**config.mk**
```make
export PLATFORM = sky130hd
export DESIGN_NAME = xcheck_sched
export DESIGN_NICKNAME = d
export VERILOG_FILES = /design/src/rtl/xcheck_sched.sv
export SDC_FILE = /design/constraint.sdc
export NUM_CORES = 1
export LEC_CHECK = 0
export BUFFER_PORTS_ARGS = -buffer_cell sky130_fd_sc_hd__buf_2
export CAP_MARGIN = 20
export CORE_UTILIZATION = 35
export CTS_BUF_LIST = sky130_fd_sc_hd__clkbuf_4 sky130_fd_sc_hd__clkbuf_8
export DETAILED_ROUTE_END_ITERATION = 6
export HOLD_SLACK_MARGIN = 0.08
export PLACE_DENSITY = 0.7
export SLEW_MARGIN = 5
export SYNTH_ARGS = -nofsm -noshare
export SYNTH_HDL_FRONTEND = slang
export SYNTH_SLANG_ARGS = --single-unit
```
**constraint.sdc**
```tcl
create_clock -name clk_i -period 2.05 [get_ports clk_i]
set_clock_uncertainty 0.1 [all_clocks]
set_input_delay 0.41 -clock clk_i [delete_from_list [all_inputs] [get_ports clk_i]]
set_output_delay 0.41 -clock clk_i [all_outputs]
set_load 0.005 [all_outputs]
```
**src/rtl/xcheck_sched.sv**
```systemverilog
// Round-robin scheduler that shares one X-check unit among CH_NUM channels.
// It collects the checker verdicts into sticky flags, a saturating counter, a first-offender ID and an irq.
module xcheck_sched #(
    parameter int CH_NUM      = 4,
    parameter int DATA_WIDTH  = 32,
    parameter int CNT_WIDTH   = 16,
    parameter int HALT_ON_ERR = 1,
    localparam int ID_W       = $clog2(CH_NUM)
) (
    input  logic                         clk_i,
    input  logic                         rst_i,
    input  logic                         en_i,
    input  logic                         clr_i,
    input  logic [CH_NUM-1:0]            req_i,
    input  logic [CH_NUM*DATA_WIDTH-1:0] dat_i,
    output logic [CH_NUM-1:0]            gnt_o,
    output logic                         chk_vld_o,
    output logic [DATA_WIDTH-1:0]        chk_dat_o,
    output logic [ID_W-1:0]              chk_id_o,
    input  logic                         chk_err_i,
    output logic [CH_NUM-1:0]            err_flag_o,
    output logic [CNT_WIDTH-1:0]         err_cnt_o,
    output logic [ID_W-1:0]              first_id_o,
    output logic                         irq_o
);

    typedef enum logic [1:0] {ST_IDLE, ST_SCAN, ST_TRIP} state_t;

    state_t                 r_state;
    logic [ID_W-1:0]        r_ptr;
    logic                   r_vld;
    logic [DATA_WIDTH-1:0]  r_dat;
    logic [ID_W-1:0]        r_id;
    logic [CH_NUM-1:0]      r_flag;
    logic [CNT_WIDTH-1:0]   r_cnt;
    logic [ID_W-1:0]        r_first;
    logic                   r_irq;

    logic [DATA_WIDTH-1:0]  w_words [CH_NUM];
    logic                   w_hit;
    logic [ID_W-1:0]        w_win;
    logic [ID_W-1:0]        w_ptr_nxt;
    logic                   w_err;
    logic                   w_trip;
    logic                   w_any;
    logic [CH_NUM-1:0]      w_gnt;

    // Scan downward from the farthest offset so the nearest requester at/after the pointer wins.
    function automatic logic [ID_W:0] pick(input logic [CH_NUM-1:0] req, input logic [ID_W-1:0] ptr);
        logic [ID_W:0] res;
        int            idx;
        res = '0;
        for (int i = CH_NUM - 1; i >= 0; i--) begin
            idx = (int'(ptr) + i) % CH_NUM;
            if (req[idx]) res = {1'b1, ID_W'(idx)};
        end
        return res;
    endfunction

    always_comb begin
        for (int k = 0; k < CH_NUM; k++) begin
            w_words[k] = dat_i[k*DATA_WIDTH +: DATA_WIDTH];
        end
    end

    // A verdict that trips the halt blocks any grant in that same cycle; clr_i overrides it.
    assign w_err  = r_vld && chk_err_i;
    assign w_trip = (HALT_ON_ERR != 0) && (r_state == ST_SCAN) && w_err && !clr_i;
    assign {w_hit, w_win} = pick(req_i, r_ptr);
    assign w_any  = (r_state == ST_SCAN) && en_i && !w_trip && w_hit;
    assign w_ptr_nxt = (w_win == ID_W'(CH_NUM - 1)) ? '0 : w_win + 1'b1;

    always_comb begin
        w_gnt = '0;
        if (w_any) w_gnt[w_win] = 1'b1;
    end

    always_ff @(posedge clk_i) begin
        if (rst_i) begin
            r_state <= ST_IDLE;
            r_ptr   <= '0;
            r_vld   <= 1'b0;
            r_dat   <= '0;
            r_id    <= '0;
            r_flag  <= '0;
            r_cnt   <= '0;
            r_first <= '0;
            r_irq   <= 1'b0;
        end else begin
            r_vld <= w_any;
            if (w_any) begin
                r_dat <= w_words[w_win];
                r_id  <= w_win;
                r_ptr <= w_ptr_nxt;
            end

            if (clr_i) begin
                r_flag  <= '0;
                r_cnt   <= '0;
                r_first <= '0;
                r_irq   <= 1'b0;
            end else if (w_err) begin
                r_flag[r_id] <= 1'b1;
                if (r_cnt != {CNT_WIDTH{1'b1}}) r_cnt <= r_cnt + 1'b1;
                if (!r_irq) begin
                    r_first <= r_id;
                    r_irq   <= 1'b1;
                end
            end

            case (r_state)
                ST_IDLE: if (en_i) r_state <= ST_SCAN;
                ST_SCAN: begin
                    if (w_trip)     r_state <= ST_TRIP;
                    else if (!en_i) r_state <= ST_IDLE;
                end
                ST_TRIP: if (clr_i) r_state <= en_i ? ST_SCAN : ST_IDLE;
                default: r_state <= ST_IDLE;
            endcase
        end
    end

    assign gnt_o      = w_gnt;
    assign chk_vld_o  = r_vld;
    assign chk_dat_o  = r_dat;
    assign chk_id_o   = r_id;
    assign err_flag_o = r_flag;
    assign err_cnt_o  = r_cnt;
    assign first_id_o = r_first;
    assign irq_o      = r_irq;

endmodule

```
==> impl_metrics.toml <==
[critical_path]
path_common_cell = "buf_6"
cp_slowest_cell = "dfxtp_4"
worstRegToRegCells = 9
path_delay_family = "flip-flops"
start_kind = "flop"
end_kind = "output port"
max_stage_delay_ns = 0.37
crit_cells = 7
critPathBufInv = 3
critPathRequiredTime_ns = 1.54
crit_chain = "nor2b_4, buf_6, nor2_4, o22a_4, buf_6, nor3b_4, buf_2"
crit_fanout = 4
crit_type = "reg -> out"
rrSetupSlack_ns = 0.04
cp.arrival_ns = 1.67

[timing]
timing.hold.ws_ns = 0.2147
period_needed_ns = 2.183
fmax_mhz = 458.2
finalHoldViolCount = 0
worst_pin_slew_ns = 0.4557
grt_setup_unrepaired = "true"
worst_slack_ns = -0.1327
fin_crit_sh_pct = 106.5
slew_viol_final = 0
report.final.setup_viol = 4
max_slew_margin_pct = 69.62

[synthesis]
synth_top_cells_by_area = "dfxtp_1 (33%), o211ai_2 (9.9%), mux2i_1 (9.3%)"
synth_nets = 567
synth.top_cell.area_share_pct = 32.79
ys_ff_latch = 62
syn_avg_cell_area_um2 = 8.843
synth-main-ff-cell = "dfxtp_1"
ys_warn_count = 0
syn_area_um2 = 3785
async_flop_share_pct = 0
ys_types = 52
syn_inst = 428
synth-edff-count = 0
ys_seq_area_share_pct = 32.79
yosys.area.top_type = "dfxtp_1"

[outcome]
status = "complete, but fails checks"
violations = "negative setup slack"

[grt]
busiest_layer = "met2"
grt_pass1_wl_um = 19380
gr-total-overflow = 0
grt_pass1_vias = 3994
globalRouteMet2Util_pct = 38.56
grtUsageMet1_pct = 26.09
grt_max_degree = 33
grt.met3_usage_pct = 5.150
antenna_found_initial = 0
track_usage_pct = 21.84

[routing]
wire_per_inst_um = 15.96
drt-total-wl_um = 12470
drtIter0Drc = 201
dr.pass1.iters = 4
vias = 4147
drc_errors = 0
drtAntennaViolNets = 0
via_per_inst = 5.310

[floorplan]
io_pins = 199
die_x_um = 106.0
die_h_um = 106.0
rows = 37
core_um2 = 10420
start_util_pct = 36.34
die_area_um2 = 11230

[power_and_ir_drop]
power.share.clock_pct = 37.8
internal_power_uw = 2115
sw_frac_of_total_pct = 29.80
p_seq_share_pct = 41.7
power_leakage_uw = 0.002621
p_sw_uw = 897.9
peakVddDrop_mv = 0.3862
share_comb_of_total_power_pct = 20.5
power_density_nw_per_um2 = 562.7

[finish]
n_antenna_cell = 0
fillers = 956
final_area_um2 = 5354
final_util_pct = 51.40
fin_cells = 781
nets = 779
area_growth_pct = 41.45
drive_gt1_share_pct = 48.22
final_common_cell = "buf_2"
final_cell_mix = "buf_2 (198), dfxtp_1 (60), nand2_1 (43)"

[cts]
root_buffer = "clkbuf_8"
clockBufferDepth = 2
cts_buffers = 9
path_clk_slew_ns = 0.08
cts.sinks = 62
tritoncts = "done"
htree_levels = 3
hold_buffers = 0
clock_latency_ns = 0.36

[placement]
dp_hpwl_um = 9037
place_area_um2 = 5006
place_ws_ns = -0.1211
dpl.cell_count = 757
portBuffers = 198
place_congestion = 0.8409

[min_path]
holdPathStages = 3
hold_path.class = "in -> reg"

[run]
maxCapViolCount = 0
==> final timing paths <==
kind                                endpoint                        from
setup / recovery                    gnt_o[2]       r_ptr[0]$_SDFFE_PP0P_
hold / removal       r_state[0]$_SDFFE_PP0P_                        en_i
setup reg to reg  chk_dat_o[21]$_SDFFE_PP0P_       r_ptr[0]$_SDFFE_PP0P_
hold reg to reg   chk_dat_o[24]$_SDFFE_PP0P_  chk_dat_o[24]$_SDFFE_PP0P_
==> layer usage <==
layer | vias to the layer above | part of all wire (%)
met1 | 1961 | 42
met3 | 13 | 6.9
met5 | - | 0
met4 | 0 | 1.2
li1 | 2007 | -
met2 | 166 | 50
==> synth_stat cells, types with 4 or more instances <==
master and count:
a211o_1 32, mux2i_1 35, a21oi_1 13, clkbuf_1 13
nand3_1 37, o21ai_0 29, buf_6 9, or3_1 5
o211ai_2 30, buf_2 14, nand4_1 4, nor2_1 26
xnor2_1 10, a211oi_1 4, nor3_1 5, o21ai_1 10
inv_1 4, dfxtp_1 62, nand2_1 43
==> worst register-to-register path, cell delays in order, from the launching register on <==
cell and delay, ns:
dfxtp_4 0.37, nor2b_4 0.16, buf_6 0.12, nor2_4 0.03, o22a_4 0.27, buf_6 0.13
buf_4 0.13, buf_4 0.22, a211o_1 0.34, o211ai_2 0.07
==> stage by stage <==
step	power, uW	setup TNS, ns
after floorplan	1604	0
after detailed placement	1872	-2.319
after global routing	3160	-0.8691
after global placement	1857	-1.008
after CTS	3032	-0.5066
final	3013	-0.4658
==> kinds of logic (layout without fill, tap and decap cells) <==
family	count (synthesis)	count (layout)	share of synthesized area, %
adders and majority gates	2	2	0.6611
DFF	62	62	32.79
xor gates and xnor gates	10	10	2.314
buffers and inverters	43	260	6.612
and+or+nand+nor	147	147	20.83
AOI/OAI and AO/OA	128	128	27.24
muxes	36	36	9.554
==> power by group through the flow <==
stage | clock (uW) | combinational (uW) | sequential (uW)
after floorplan | 0 | 318 | 1290
after global placement | 0 | 571 | 1290
after detailed placement | 0 | 586 | 1290
after CTS | 1170 | 603 | 1260
after global routing | 1230 | 667 | 1260
final | 1140 | 618 | 1260
==> state kept, by name, indices dropped and copies added (netlist names) <==
register,flops
chk_dat_o,32
err_cnt_o,16
err_flag_o,4
chk_id_o,2
first_id_o,2
r_ptr,2
r_state,2
chk_vld_o,1
irq_o,1
==> cell type report <==
| class | instances | area [um^2] | area share [%] |
|---|---|---|---|
| repair buffers | 238 | 1336 | 24.96 |
| flip-flops and latches | 62 | 1249 | 23.32 |
| clock buffers | 9 | 123.9 | 2.314 |
| well taps | 136 | 170.2 | 3.178 |
| multi-input cells | 323 | 2370 | 44.26 |
| clock inverters | 7 | 80.08 | 1.496 |
| inverters | 6 | 25.02 | 0.4674 |
==> what timing repair did <==
item                                    in CTS  in global routing
resized for setup                           12                  9
pin swaps                                    4                  3
endpoints found under the setup margin       4                 19
buffers inserted                             3                  5
Note: power is estimated with default switching activity, not from simulation.
